==> config.mk <==
export PLATFORM = sky130hd
export DESIGN_NAME = instr_sequencer
export DESIGN_NICKNAME = d
export VERILOG_FILES = /design/src/rtl/seq_pkg.sv /design/src/rtl/seq_watchdog.sv /design/src/rtl/instr_sequencer.sv
export SDC_FILE = /design/constraint.sdc
export NUM_CORES = 1
export LEC_CHECK = 0
export ABC_AREA = 1
export CORE_UTILIZATION = 35
export CTS_BUF_LIST = sky130_fd_sc_hd__clkbuf_2
export DETAILED_ROUTE_END_ITERATION = 16
export PLACE_DENSITY_LB_ADDON = 0.12
export REMOVE_ABC_BUFFERS = 1
export SYNTH_ARGS = -nofsm -noshare
export SYNTH_HDL_FRONTEND = slang
export SYNTH_SLANG_ARGS = --single-unit
==> constraint.sdc <==
create_clock -name Clk -period 1.6 [get_ports Clk]
set_input_delay 0.24 -clock Clk [delete_from_list [all_inputs] [get_ports Clk]]
set_output_delay 0.24 -clock Clk [all_outputs]
set_load 0.03 [all_outputs]
==> src/rtl/seq_pkg.sv <==
// -----------------------------------------------------------------------------
// seq_pkg
//   Shared types and constants for the instruction sequencer slice.
//   Contents:
//     seq_state_e  - sequencer FSM states (IDLE, ARM, RUN, MEMWAIT, DONE)
//     pc_t         - program counter type at the default 10-bit PC width
//     MEM_LAT_MAX  - largest supported data-memory stretch (cycles)
//     is_active()  - true for the states in which a program is executing
// -----------------------------------------------------------------------------
package seq_pkg;

    typedef enum logic [2:0] {
        IDLE    = 3'd0,
        ARM     = 3'd1,
        RUN     = 3'd2,
        MEMWAIT = 3'd3,
        DONE    = 3'd4
    } seq_state_e;

    localparam int SEQ_PC_W    = 10;
    localparam int MEM_LAT_MAX = 7;

    typedef logic [SEQ_PC_W-1:0] pc_t;

    // RUN and MEMWAIT are the cycles that the watchdog and cycle counter see.
    function automatic logic is_active(input seq_state_e s);
        return (s == RUN) || (s == MEMWAIT);
    endfunction

endpackage

==> src/rtl/seq_watchdog.sv <==
// -----------------------------------------------------------------------------
// seq_watchdog
//   Free-running saturating up-counter with synchronous clear and enable, plus
//   a compare flag that fires when the count equals CMP_VAL-1. CMP_VAL=0
//   disables the compare. Also serves as the optional program cycle counter.
//   Parameters:
//     W        counter width
//     CMP_VAL  compare value (hit when cnt == CMP_VAL-1), 0 = never hit
//   Ports:
//     clk    in   1  clock, rising edge
//     rst_n  in   1  asynchronous reset, active-low
//     clr    in   1  synchronous clear (wins over en)
//     en     in   1  count enable
//     cnt    out  W  current count, saturates at all-ones
//     hit    out  1  cnt == CMP_VAL-1 (combinational)
// -----------------------------------------------------------------------------
module seq_watchdog #(
    parameter int W       = 32,
    parameter int CMP_VAL = 0
) (
    input  logic         clk,
    input  logic         rst_n,
    input  logic         clr,
    input  logic         en,
    output logic [W-1:0] cnt,
    output logic         hit
);

    localparam logic         CMP_EN = (CMP_VAL != 0);
    localparam logic [W-1:0] CMP_M1 = W'(CMP_VAL - 1);

    always_ff @(posedge clk or negedge rst_n) begin
        if (!rst_n) begin
            cnt <= '0;
        end else if (clr) begin
            cnt <= '0;
        end else if (en && (cnt != '1)) begin
            cnt <= cnt + 1'b1;
        end
    end

    assign hit = CMP_EN && (cnt == CMP_M1);

endmodule

==> src/rtl/instr_sequencer.sv <==
// -----------------------------------------------------------------------------
// instr_sequencer
//   Program sequencer for the 9-bit-instruction core. Owns the PC, runs the
//   Start/Ack launch handshake (launch on the falling edge of Start), issues
//   one instruction per cycle, stretches data-memory ops by MEM_LAT cycles and
//   gates the register-file / data-memory write enables. A watchdog forces the
//   program to stop after TIMEOUT active cycles (TIMEOUT=0 disables it).
//
//   Optional build macro: SEQ_CYCLE_COUNT_EN
//     When defined, adds output CycleCount[31:0]: cleared in ARM, counts
//     RUN/MEMWAIT cycles, frozen in DONE, saturates at all-ones.
//
//   Parameters:
//     PC_W     PC / instruction-ROM address width
//     MEM_LAT  extra wait cycles for a data-memory op (0..7)
//     TIMEOUT  active cycles before forced stop, 0 = no watchdog
//   Ports:
//     Clk           in   1     clock, rising edge
//     Reset_n       in   1     asynchronous reset, active-low
//     Start         in   1     launch request from host
//     IsMem         in   1     current instruction accesses data memory
//     IsLoad        in   1     memory op writes the register file
//     RegWrReq      in   1     non-memory instruction writes the register file
//     MemWrReq      in   1     store instruction
//     BranchTaken   in   1     redirect PC this instruction
//     BranchTarget  in   PC_W  absolute branch target
//     IsHalt        in   1     halt instruction
//     PC            out  PC_W  instruction-ROM address
//     InstrValid    out  1     instruction executes this cycle
//     RegWrEn       out  1     gated register-file write enable
//     MemEn         out  1     data-memory access strobe
//     MemWrEn       out  1     gated data-memory write enable
//     Ack           out  1     program finished (registered)
//     TimedOut      out  1     finish caused by the watchdog (registered)
//     CycleCount    out  32    active cycle count (SEQ_CYCLE_COUNT_EN only)
// -----------------------------------------------------------------------------
module instr_sequencer
    import seq_pkg::*;
#(
    parameter int PC_W    = 10,
    parameter int MEM_LAT = 1,
    parameter int TIMEOUT = 4096
) (
    input  logic            Clk,
    input  logic            Reset_n,
    input  logic            Start,
    input  logic            IsMem,
    input  logic            IsLoad,
    input  logic            RegWrReq,
    input  logic            MemWrReq,
    input  logic            BranchTaken,
    input  logic [PC_W-1:0] BranchTarget,
    input  logic            IsHalt,
    output logic [PC_W-1:0] PC,
    output logic            InstrValid,
    output logic            RegWrEn,
    output logic            MemEn,
    output logic            MemWrEn,
    output logic            Ack,
    output logic            TimedOut
`ifdef SEQ_CYCLE_COUNT_EN
    ,
    output logic [31:0]     CycleCount
`endif
);

    // Out-of-range latencies are clamped to what the 3-bit wait counter holds.
    localparam int          LAT      = (MEM_LAT > MEM_LAT_MAX) ? MEM_LAT_MAX :
                                       (MEM_LAT < 0) ? 0 : MEM_LAT;
    localparam logic [2:0]  LAT_LAST = (LAT > 0) ? 3'(LAT - 1) : 3'd0;

    seq_state_e      state;
    logic [PC_W-1:0] pc_q;
    logic [PC_W-1:0] pc_adv;
    logic [2:0]      mw_cnt;
    logic            ack_q;
    logic            to_q;

    logic            ivalid;
    logic            reg_wr;
    logic            mem_en;
    logic            mem_wr;
    logic            halt_go;
    logic            wd_stop;
    logic            advance;
    logic            enter_wait;
    logic            mem_last;

    logic            active;
    logic            wd_hit;
    logic [31:0]     wd_cnt;

    assign active = is_active(state);

    // One counter serves both the watchdog compare and CycleCount: both are
    // cleared in ARM and count exactly the RUN/MEMWAIT cycles.
    seq_watchdog #(
        .W       (32),
        .CMP_VAL (TIMEOUT)
    ) u_watchdog (
        .clk   (Clk),
        .rst_n (Reset_n),
        .clr   (state == ARM),
        .en    (active),
        .cnt   (wd_cnt),
        .hit   (wd_hit)
    );

`ifdef SEQ_CYCLE_COUNT_EN
    assign CycleCount = wd_cnt;
`else
    logic unused_wd_cnt;
    assign unused_wd_cnt = ^wd_cnt;
`endif

    // PC+1 wraps naturally at 2**PC_W-1.
    assign pc_adv   = BranchTaken ? BranchTarget : (pc_q + 1'b1);
    assign mem_last = (mw_cnt == LAT_LAST);

    // Decode of the current cycle: enables and the FSM's next-step decisions.
    always_comb begin
        ivalid     = 1'b0;
        reg_wr     = 1'b0;
        mem_en     = 1'b0;
        mem_wr     = 1'b0;
        halt_go    = 1'b0;
        wd_stop    = 1'b0;
        advance    = 1'b0;
        enter_wait = 1'b0;
        unique case (state)
            RUN: begin
                ivalid = 1'b1;
                if (IsHalt) begin
                    // Halt overrides every other decoder flag, including the watchdog.
                    halt_go = 1'b1;
                end else begin
                    if (IsMem) begin
                        mem_en = 1'b1;
                        mem_wr = MemWrReq;
                        if (LAT == 0) begin
                            reg_wr  = IsLoad;
                            advance = 1'b1;
                        end else begin
                            // Any branch on this instruction is taken when the op completes.
                            enter_wait = 1'b1;
                        end
                    end else begin
                        reg_wr  = RegWrReq;
                        advance = 1'b1;
                    end
                    if (wd_hit) begin
                        reg_wr     = 1'b0;
                        mem_wr     = 1'b0;
                        advance    = 1'b0;
                        enter_wait = 1'b0;
                        wd_stop    = 1'b1;
                    end
                end
            end
            MEMWAIT: begin
                mem_en = 1'b1;
                if (mem_last) begin
                    reg_wr  = IsLoad;
                    advance = 1'b1;
                end
                if (wd_hit) begin
                    reg_wr  = 1'b0;
                    advance = 1'b0;
                    wd_stop = 1'b1;
                end
            end
            default: ;
        endcase
    end

    assign PC         = pc_q;
    assign InstrValid = ivalid;
    assign RegWrEn    = reg_wr;
    assign MemEn      = mem_en;
    assign MemWrEn    = mem_wr;
    assign Ack        = ack_q;
    assign TimedOut   = to_q;

    always_ff @(posedge Clk or negedge Reset_n) begin
        if (!Reset_n) begin
            state  <= IDLE;
            pc_q   <= '0;
            mw_cnt <= '0;
            ack_q  <= 1'b0;
            to_q   <= 1'b0;
        end else begin
            unique case (state)
                IDLE: begin
                    pc_q <= '0;
                    if (Start) state <= ARM;
                end
                ARM: begin
                    pc_q  <= '0;
                    ack_q <= 1'b0;
                    to_q  <= 1'b0;
                    // Launch happens once the host drops Start.
                    if (!Start) state <= RUN;
                end
                RUN, MEMWAIT: begin
                    // Start is deliberately ignored here; only Reset_n aborts.
                    if (halt_go) begin
                        state <= DONE;
                        ack_q <= 1'b1;
                    end else if (wd_stop) begin
                        state <= DONE;
                        ack_q <= 1'b1;
                        to_q  <= 1'b1;
                    end else begin
                        if (advance) pc_q <= pc_adv;
                        if (enter_wait) begin
                            state  <= MEMWAIT;
                            mw_cnt <= '0;
                        end else if (state == MEMWAIT) begin
                            if (mem_last) state <= RUN;
                            else          mw_cnt <= mw_cnt + 3'd1;
                        end
                    end
                end
                DONE: begin
                    if (Start) begin
                        state <= ARM;
                        ack_q <= 1'b0;
                        to_q  <= 1'b0;
                        pc_q  <= '0;
                    end
                end
                default: state <= IDLE;
            endcase
        end
    end

endmodule

---- Word level (Yosys, flattened, before mapping) ----
Cells that the tools add are included.
operators by class
  $add $sub $neg .......................... 3
  equal/unequal tests ..................... 17
  mux-type cells .......................... 53
  bitwise logic cells ..................... 2
  reduce and logical (&&, ||, !) cells .... 16
operators with widths
  operator               count
  $mux 32                2
  $mux 10                5
  $add 32x1->32 const B  1
  $eq 32x12->1 const B   1
  $ne 32x32->1 const B   1
  $mux 3                 10
  $pmux 10 s3            1
  $mux 1                 28
  $ne 2x2->1 const B     7
  $add 10x1->10 const B  1
  $ne 5x5->1 const B     2
  $reduce_and 5->1       2
  $pmux 3 s3             1
  $pmux 1 s2             4
  $reduce_and 4->1       2
  $eq 3x2->1 const B     2
  $logic_not 3->1        2
  $pmux 1 s3             2
  $reduce_bool 3->1      2
  $reduce_or 2->1        3
  $reduce_bool 2->1      2
  $add 3x1->3 const B    1
  $eq 3x1->1 const B     1
  $eq 3x3->1 const B     1
  other kinds (6)        7
word-level totals
  register bits after elaboration ......... 50
  input port bits ......................... 19
  output and inout port bits .............. 16
  word-level logic and storage cells ...... 97

---- Longest topological paths before layout ----
  depth in word-level cells ............... 8
  depth in mapped cells ................... 12
  gate-level depth less buffers ........... 12

---- By module ----
Synthesis repeated with hierarchy kept, for this count alone.
unflattened totals
  cells, all modules ...................... 538
  area total of the unflattened synthesis .. 3,465.8 µm²
modules (own cells, without submodules)
  module           times used  cells each  area each (µm²)  sequential area each (µm²)
  seq_watchdog     1           354         2,248.4          800.8
  instr_sequencer  1           184         1,217.4          450.4

---- Worst setup path after synthesis ----
OpenSTA, ideal clock, no wires.
  path type ............................... register to output
  from .................................... register u_watchdog.cnt[0]
  to ...................................... output port RegWrEn
  arrival ................................. 1.683 ns
  required time ........................... 1.360 ns
  slack ................................... -0.323 ns
  cell stages (with the launch flop) ...... 9
  buffers on the path ..................... 0
  path through ............................ dfrtp_1 > ha_1 > nand2_2 > nor2_4 > nand2_4 > nor2_1 > nand2_1 > nand3_1 > o22ai_1
on the way
  cells in the longest elaborated chain, start to end .. 4
  elaborated cells on any way between the ends .. 5
  classes of those cells .................. eq/ne (1); mux (4)
RTL lines
  what                    line                    text
  from (decl)             seq_watchdog.sv:25      output logic [W-1:0] cnt,
  from (signal assigned)  seq_watchdog.sv:38      cnt <= cnt + 1'b1;
  $eq 32x12->1 *          seq_watchdog.sv:42      assign hit = CMP_EN && (cnt == CMP_M1);
  $mux 1                  instr_sequencer.sv:151  if (wd_hit) begin
  $mux 1                  instr_sequencer.sv:133  if (IsHalt) begin
  $pmux 1 s2 *            instr_sequencer.sv:130  unique case (state)
  to (decl)               instr_sequencer.sv:56   output logic RegWrEn,
Mark *: on every way between the ends. The rest lies on a longest branch, timed or not.

---- Final worst setup path ----
  from .................................... register u_watchdog.cnt[14]
  to ...................................... output port RegWrEn
The elaborated chain is that of the path after synthesis.

==> run summary <==
global placement routability congestion: 0.902
Port Buffers: 34
final worst path period need: 2120 ps
failing checks: setup timing
Setup WS pre-CTS: -212 ps
I/O Pins: 35
die width: 101 um
placed cell count: 762
CORE AREA: 9370 sq um
routed vias/inst: 4.86
deepest clock path buffer count: 2
die area: 10200 sq um
final setup fails: 54
worst setup margin: -521 ps
clk_lat worst skew: 470 ps
Relative slew margins: 78.1%
H-tree Lvls: 2
DRC: 0
maximum clock rate: 0.471 GHz
CTS buffer count: 5
endpoint class of the critical path: output pin
antenna cells: 0
Post-synth EDFFs: 0
Worst Skew: 11.9 ps
fin cells: 801
share of synthesized registers carrying an async set or reset: 100%
Slew Viols, Final: 0
Setup CP Type: reg2out
die height: 101 um
Crit path arrival time: 1880 ps
Nets: 694
unrepaired setup endpoints after global routing: true
HP Class: in2async
TritonCTS clock tree: yes
vias in the first global route: 3743
Area contributors post-synth: dfrtp_1 (36%), nand2_1 (18%), inv_1 (6.2%)
status: complete, but fails checks
WL/cell: 14.0 um
global-route wire length before repair: 18400 um
CTS Root Buffer Type: clkbuf_2
largest net degree at the start of global routing: 51
Max-cap violations: 0
ANT nets after route: 0
yosys warns: 0
cell taking the most area after synthesis: dfrtp_1
fraction of layout cells with a size suffix above 1: 34.4%
Synth Instances: 514
register area: 1260 sq um
hold slack: 227 ps
initial DRC count: 184
final core utilization: 56.3%
Pleak: 0.00257 uW
First-pass DRT Iterations: 4
antenna violations before repair: 0
starting density of the core: 36.8%
P&R area growth vs syn: 53.2%
CP max FO: 3
Post-synth top cells: nand2_1 (167), inv_1 (57), nor2_1 (57)
register area share after synthesis: 36.3%
# rows: 35
most frequent cell after synthesis: nand2_1
post-synth top area share: 36.3%
Synth cell types: 32
Hold Violations, Final: 0
Data required, critical path: 1360 ps
TNS Setup: -10200 ps
clock sinks: 50
crit start category: flop
Multi-input gate area: 2150 sq um
DPL Wire Length: 7960 um
FILL cells: 927
final global-route overflow total: 0
Max VDD drop: 1.08 mV
prevailing post-synth register cell: dfrtp_1
Tcrit/Tclk final: 133%
Overall Global Routing Usage: 23.2%
Yosys reg bits: 50
Vias: 3892
pwr/cell area: 1300 nW/um^2
clock transition at the registers of the reported paths: 290 ps
synthesized area: 3450 sq um
mean post-synth cell area: 6.70 sq um
Slew @ Worst Pin: 325 ps
WL final: 11200 um
[metrics by stage]
| step | instance area, sq um | power, uW |
|---|---|---|
| 3_5_place_dp | 4640 | 4880 |
| 6_report | 5280 | 6840 |
| 4_1_cts | 5160 | 6800 |
| 5_1_grt | 5280 | 7310 |
| 2_1_floorplan | 3400 | 3400 |
| 3_3_place_gp | 4640 | 4850 |
[critical path, cell delays in order (launching register included)]
cell and delay [ps]:
dfrtp_1 480, inv_2 90, nand2_2 50, nor2_2 140
nand2_2 100, nor2_4 150, nand2_4 90, nand3_4 80
o22ai_2 80, buf_6 140
[logic make-up (layout without fill, tap and decap cells)]
family	count (synthesis)	after routing	share of synthesized area, %
fa+ha+maj	4	4	1.45
simple gates	318	319	40.8
xor+xnor	10	10	2.54
buf+inv	71	228	8.21
flops	50	50	36.3
compound gates	61	61	10.6
[final timing paths]
| path | from | slack [ps] | end | cells past startpoint |
|---|---|---|---|---|
| max in group asynchronous | Reset_n | 1110 | mw_cnt[2] | 3 |
| hold reg to reg | TimedOut | 540 | TimedOut | 2 |
| hold / removal | Reset_n | 230 | u_watchdog.cnt[14] | 3 |
| setup reg to reg | u_watchdog.cnt[15] | -260 | u_watchdog.cnt[20] | 12 |
| min in group Clk | BranchTarget[8] | 360 | PC[8] | 5 |
| setup / recovery | u_watchdog.cnt[14] | -520 | RegWrEn | 9 |
[layout by cell type (no fill, tap or decap), drive strengths merged]
| master | netlist | layout |
|---|---|---|
| nand2 | 175 | 176 |
| buf | 5 | 128 |
| nor2 | 65 | 65 |
| inv | 62 | 64 |
| dfrtp | 50 | 50 |
| o21ai | 40 | 40 |
| nand3 | 39 | 39 |
| nand4 | 23 | 23 |
| clkdlybuf4s50 | 0 | 17 |
| nor3 | 12 | 12 |
| a21oi | 11 | 11 |
| xor2 | 10 | 10 |
| clkbuf | 4 | 7 |
| clkdlybuf4s15 | 0 | 6 |
| o31ai | 4 | 4 |
| ha | 4 | 4 |
| o211ai | 3 | 3 |
| dlygate4sd2 | 0 | 3 |
| or2 | 2 | 2 |
| and2 | 2 | 2 |
| o22ai | 1 | 1 |
| o21bai | 1 | 1 |
| a21o | 1 | 1 |
| bufinv | 0 | 1 |
| clkinv | 0 | 1 |
| dlygate4sd3 | 0 | 1 |
[final cells by class]
| cell class | count | area share [%] |
|---|---|---|
| multi-input combinational | 394 | 40.8 |
| timing repair buffer | 157 | 26.2 |
| sequential | 50 | 23.8 |
| inverter | 62 | 4.69 |
| tap | 129 | 3.06 |
| clock inverter | 3 | 0.830 |
| clock buffer | 5 | 0.474 |
| timing repair inverter | 1 | 0.119 |
[metal layers]
metal | part of all wire [%] | GRT usage [%]
met2 | 48 | 38.3
met4 | 0.95 | 4.46
met1 | 48 | 33.1
met5 | 0 | 0
met3 | 2.6 | 2.42
[timing repair]
item | 4_1_cts | 5_1_grt
endpoints found under the hold margin | 50 | 0
pin swaps | 15 | 10
hold buffers | 1 | 0
buffers inserted | 20 | 7
endpoints found under the setup margin | 65 | 60
cloned | 5 | 0
resized for setup | 89 | 38
[registers in the layout, summed over array words and instances (netlist names)]
name            flops
state               3
u_watchdog.cnt     32
TimedOut            1
PC                 10
Ack                 1
mw_cnt              3
[where the power goes]
part           leakage, uW  switching (uW)  total, uW  internal (uW)
Combinational      0.00185            2410       4340           1930
Clock            0.0000433             473        741            268
Sequential        0.000671             243       1760           1520
Total              0.00257            3130       6840           3720
Power figures use the tool's default switching activity.
